--- src/rtl/flex_cnt_pkg.sv ---
// Shared types and limits for the multi-channel flexible counter.
package flex_cnt_pkg;

    // Per-channel counting behaviour once the terminal value is met.
    typedef enum logic {
        CNT_WRAP    = 1'b0,
        CNT_ONESHOT = 1'b1
    } cnt_mode_t;

    localparam int MIN_CHANNELS = 1;
    localparam int MAX_CHANNELS = 16;
    localparam int MIN_CNT_BITS = 2;

endpackage : flex_cnt_pkg

--- src/rtl/flex_cnt_channel.sv ---
// One flexible counter channel: count register, one-shot halted bit and a
// registered wrap pulse. tick_o marks an enabled, non-halted cycle at the
// terminal value and feeds the next channel when channels are cascaded.
module flex_cnt_channel
    import flex_cnt_pkg::*;
#(
    parameter int W = 4
) (
    input  logic         clk,
    input  logic         rst,
    input  logic         clear_i,
    input  logic         load_i,
    input  logic [W-1:0] load_val_i,
    input  logic         en_i,
    input  cnt_mode_t    mode_i,
    input  logic [W-1:0] rollover_val_i,
    output logic [W-1:0] count_o,
    output logic         rollover_flag_o,
    output logic         wrap_pulse_o,
    output logic         tick_o
);

    logic [W-1:0] count_q, count_d;
    logic         halted_q, halted_d;
    logic         pulse_q, pulse_d;
    logic [W-1:0] count_inc;
    logic         r_zero;
    logic         at_or_past_r;

    assign count_inc    = count_q + W'(1);
    assign r_zero       = (rollover_val_i == '0);
    assign at_or_past_r = (count_q >= rollover_val_i);

    // Next count / halted / pulse; priority clear > load > enable > hold.
    always_comb begin
        count_d  = count_q;
        halted_d = halted_q;
        pulse_d  = 1'b0;
        if (clear_i) begin
            count_d  = '0;
            halted_d = 1'b0;
        end else if (load_i) begin
            count_d  = load_val_i;
            halted_d = 1'b0;
        end else if (en_i && !halted_q) begin
            if (r_zero) begin
                // A zero terminal value parks the channel at 0.
                count_d = '0;
            end else if (at_or_past_r) begin
                // Checked before incrementing, so the count never overflows.
                if (mode_i == CNT_WRAP) begin
                    count_d = W'(1);
                end else begin
                    halted_d = 1'b1;
                end
            end else begin
                count_d = count_inc;
                if (count_inc == rollover_val_i) begin
                    pulse_d = 1'b1;
                    if (mode_i == CNT_ONESHOT) begin
                        halted_d = 1'b1;
                    end
                end
            end
        end
    end

    // State registers with synchronous reset.
    always_ff @(posedge clk) begin
        if (rst) begin
            count_q  <= '0;
            halted_q <= 1'b0;
            pulse_q  <= 1'b0;
        end else begin
            count_q  <= count_d;
            halted_q <= halted_d;
            pulse_q  <= pulse_d;
        end
    end

    assign count_o         = count_q;
    assign wrap_pulse_o    = pulse_q;
    assign rollover_flag_o = !r_zero && (count_q == rollover_val_i);
    assign tick_o          = en_i && !halted_q && !r_zero && at_or_past_r;

endmodule : flex_cnt_channel

--- src/rtl/multi_flex_counter.sv ---
// Multi-channel flexible counter: NUM_CHANNELS independent flex_cnt_channel
// instances sharing one clock and reset.
// Optional feature macro: FLEX_CNT_CASCADE_EN -- when defined, channel c>0
// only counts on cycles where channel c-1 ticks at its terminal value, so the
// channels form one wide prescaled counter.
module multi_flex_counter
    import flex_cnt_pkg::*;
#(
    parameter int NUM_CNT_BITS = 4,
    parameter int NUM_CHANNELS = 2
) (
    input  logic                             clk,
    input  logic                             rst,
    input  logic [NUM_CHANNELS-1:0]          clear,
    input  logic [NUM_CHANNELS-1:0]          load,
    input  logic [NUM_CHANNELS*NUM_CNT_BITS-1:0] load_val,
    input  logic [NUM_CHANNELS-1:0]          count_enable,
    input  logic [NUM_CHANNELS-1:0]          mode,
    input  logic [NUM_CHANNELS*NUM_CNT_BITS-1:0] rollover_val,
    output logic [NUM_CHANNELS*NUM_CNT_BITS-1:0] count_out,
    output logic [NUM_CHANNELS-1:0]          rollover_flag,
    output logic [NUM_CHANNELS-1:0]          wrap_pulse,
    output logic                             any_rollover
);

    localparam int W = NUM_CNT_BITS;

    logic [NUM_CHANNELS-1:0] term_tick;
    logic                    unused_tick;

    for (genvar c = 0; c < NUM_CHANNELS; c++) begin : ch_g
        logic en_c;
        logic tick_c;

`ifdef FLEX_CNT_CASCADE_EN
        if (c == 0) begin : en_first_g
            assign en_c = count_enable[c];
        end else begin : en_chain_g
            assign en_c = count_enable[c] & ch_g[c-1].tick_c;
        end
`else
        assign en_c = count_enable[c];
`endif

        flex_cnt_channel #(
            .W (W)
        ) u_channel (
            .clk             (clk),
            .rst             (rst),
            .clear_i         (clear[c]),
            .load_i          (load[c]),
            .load_val_i      (load_val[c*W +: W]),
            .en_i            (en_c),
            .mode_i          (cnt_mode_t'(mode[c])),
            .rollover_val_i  (rollover_val[c*W +: W]),
            .count_o         (count_out[c*W +: W]),
            .rollover_flag_o (rollover_flag[c]),
            .wrap_pulse_o    (wrap_pulse[c]),
            .tick_o          (tick_c)
        );

        assign term_tick[c] = tick_c;
    end

    // The last channel's tick (and all ticks without cascading) go nowhere.
    assign unused_tick  = ^term_tick;
    assign any_rollover = |rollover_flag;

endmodule : multi_flex_counter

--- config.mk ---
export PLATFORM = sky130hd
export DESIGN_NAME = multi_flex_counter
export DESIGN_NICKNAME = d
export VERILOG_FILES = /design/src/rtl/flex_cnt_pkg.sv /design/src/rtl/flex_cnt_channel.sv /design/src/rtl/multi_flex_counter.sv
export SDC_FILE = /design/constraint.sdc
export NUM_CORES = 1
export LEC_CHECK = 0
export ABC_CLOCK_PERIOD_IN_PS = 6240
export BUFFER_PORTS_ARGS = -buffer_cell sky130_fd_sc_hd__buf_2
export CELL_PAD_IN_SITES_DETAIL_PLACEMENT = 0
export CELL_PAD_IN_SITES_GLOBAL_PLACEMENT = 2
export CORE_ASPECT_RATIO = 1.5
export CORE_MARGIN = 1.5
export CORE_UTILIZATION = 30
export CTS_CLUSTER_DIAMETER = 200
export DETAILED_ROUTE_END_ITERATION = 8
export GPL_TIMING_DRIVEN = 0
export PLACE_DENSITY_LB_ADDON = 0.1
export SYNTH_ARGS = -nofsm -noshare
export SYNTH_HDL_FRONTEND = slang
export SYNTH_HIERARCHICAL = 1
export SYNTH_SLANG_ARGS = --single-unit
--- constraint.sdc ---
create_clock -name clk -period 6.24 [get_ports clk]
set_clock_uncertainty 0.15 [all_clocks]
set_input_delay 0.624 -clock clk [delete_from_list [all_inputs] [get_ports clk]]
set_output_delay 0.624 -clock clk [all_outputs]
set_load 0.1 [all_outputs]
==> out/qor.yml <==
final_layout:
  mostFrequentLayoutCell: "buf_2"
  diodes: 0
  finalNonFillerCells: 208
  mostFrequentLayoutCells: "buf_2, nor2_1, dfxtp_1"
  drive_gt1_share_pct: 33.13
  fin_nets: 204
  fillers: 400
  fin_util_pct: 40.06
  area_growth_pct: 25.88
route:
  route.detailed.drc: 0
  drt_iter0_drc: 23
  drtPass1Iterations: 4
  ant_nets: 0
  routed_via_density: 5.144
  via_count: 1070
  wirelength_um: 2941
  wl_per_cell_um: 14.14
yosys:
  syn_area_um2: 1097
  avgSynthCellArea_um2: 8.778
  ys_warn_count: 6
  netlist_instances: 125
  syn_nets: 161
sta:
  relSlewSlack_pct: 67.64
  rsz0062_at_grt: "no"
  timing.final.ws_setup_ns: 3.612
  period_minus_slack_ns: 2.628
  fin_hold_ws_ns: 0.2953
  worstMarginPinSlew_ns: 0.4887
  setup-violations-final: 0
  fin_crit_sh_pct: 42.12
  tns_ns: 0
  timing.fmax_mhz: 380.5
  hold_violations: 0
  drv_slew: 0
setup_path:
  reg2reg_from: "ch_g[1].u_channel/count_o[0]$_SDFFE_PP0P_"
  regToRegSetupSlack_ns: 3.94
  crit-reg2reg-capture: "ch_g[1].u_channel/count_o[3]$_SDFFE_PP0P_"
  rr_worst_depth: 7
  path_max_fanout: 3
  cp.arrival_ns: 1.85
  end_kind: "output pin"
  startpoint_type: "input pin"
  path_class: "in2out"
  crit_start: "rollover_val[1]"
  crit_required_ns: 5.47
  endpoint: "any_rollover"
clock_tree:
  postCtsResizedCells: 0
  postCtsSetupRepairBufs: 0
  clkTransAtPathRegs_ns: 0.05
  cts.sinks: 12
  cts_buffers: 3
  clk_latency_ns: 0.24
  cts_tree: "yes"
  hold_buffers: 0
  root_buffer: "clkbuf_8"
  h-tree-depth: 1
  clockBufferDepth: 2
run:
  maxCapViolations: 0
grt:
  grt_pass1_vias: 1146
  grt_pass1_wl_um: 5002
  grtUsageTotal_pct: 16.39
  overflow: 0
  antenna_found_initial: 0
  grt_start_max_net_pins: 9
power:
  ir_worst_vdd_mv: 0.09216
  p_leak_uw: 0.0006772
  power_per_cell_area_nw_per_um2: 180.1
floorplan:
  rows: 26
  die_area_um2: 4037
  pin_count: 39
  core_area_um2: 3448
  die_w_um: 52.38
  die_h_um: 77.07
  start_util_pct: 31.82
placement:
  place_ws_ns: 3.584
  dp.cells: 205
  port_buffers: 38
  gp_congestion: 0.7899
  hpwl_um: 2495
run_status:
  outcome: "finished clean"
hold_path:
  hold_class: "reg2reg"
routing by layer:
metal | global-route usage (%) | vias up | wire length (µm)
li1 | - | 547 | -
met1 | 16.17 | 490 | 1077
met2 | 31.75 | 29 | 1686
met3 | 2.724 | 4 | 130
met4 | 6.154 | 0 | 46
met5 | 0 | - | 0
cell type report:
cell class / instances / area (µm²) / area share [%]
Multi-Input combinational cell: 105 / 827.0 / 59.87
Tap cell: 42 / 52.55 / 3.804
Inverter: 8 / 30.03 / 2.174
Clock buffer: 3 / 41.29 / 2.989
Sequential cell: 12 / 240.2 / 17.39
Timing Repair Buffer: 38 / 190.2 / 13.77
per-stage QoR:
step | instance area [µm²] | power [µW]
after floorplan | 1097 | 155.2
after global placement | 1340 | 179.3
after detailed placement | 1340 | 180.4
after CTS | 1381 | 254.2
after global routing | 1381 | 264.8
final | 1381 | 248.8
report_power, final:
part / total (µW) / leakage, µW / switching, µW / internal [µW]
registers: 83.3 / 0.0000975 / 4.11 / 79.2
logic: 94.8 / 0.000558 / 61.9 / 32.9
clock network: 70.6 / 0.0000216 / 28.1 / 42.5
registers in the layout (all words and copies together), names as in the netlist:
register / flops
ch_g.u_channel/count_o: 8
ch_g.u_channel/halted_q: 2
ch_g.u_channel/wrap_pulse_o: 2
critical path, cell delays in order:
cell and delay [ns]:
buf_2 0.11, inv_1 0.05, ha_1 0.33, nand4_1 0.10, nor2_1 0.11, or2_1 0.10, buf_2 0.41
how the worst min path moves through the flow:
stage	from	to	slack, ns	depth (start not counted)
after detailed placement	ch_g[1].u_channel/halted_q$_SDFFE_PP0P_	ch_g[1].u_channel/halted_q$_SDFFE_PP0P_	0.29	1
after global routing	ch_g[1].u_channel/halted_q$_SDFFE_PP0P_	ch_g[1].u_channel/halted_q$_SDFFE_PP0P_	0.32	1
after CTS	ch_g[1].u_channel/halted_q$_SDFFE_PP0P_	ch_g[1].u_channel/halted_q$_SDFFE_PP0P_	0.30	1
after floorplan	ch_g[0].u_channel/halted_q$_SDFFE_PP0P_	ch_g[0].u_channel/halted_q$_SDFFE_PP0P_	0.27	1
after global placement	ch_g[1].u_channel/halted_q$_SDFFE_PP0P_	ch_g[1].u_channel/halted_q$_SDFFE_PP0P_	0.28	1
final	ch_g[1].u_channel/halted_q$_SDFFE_PP0P_	ch_g[1].u_channel/halted_q$_SDFFE_PP0P_	0.30	1
Note: power is estimated with default switching activity, not from simulation.
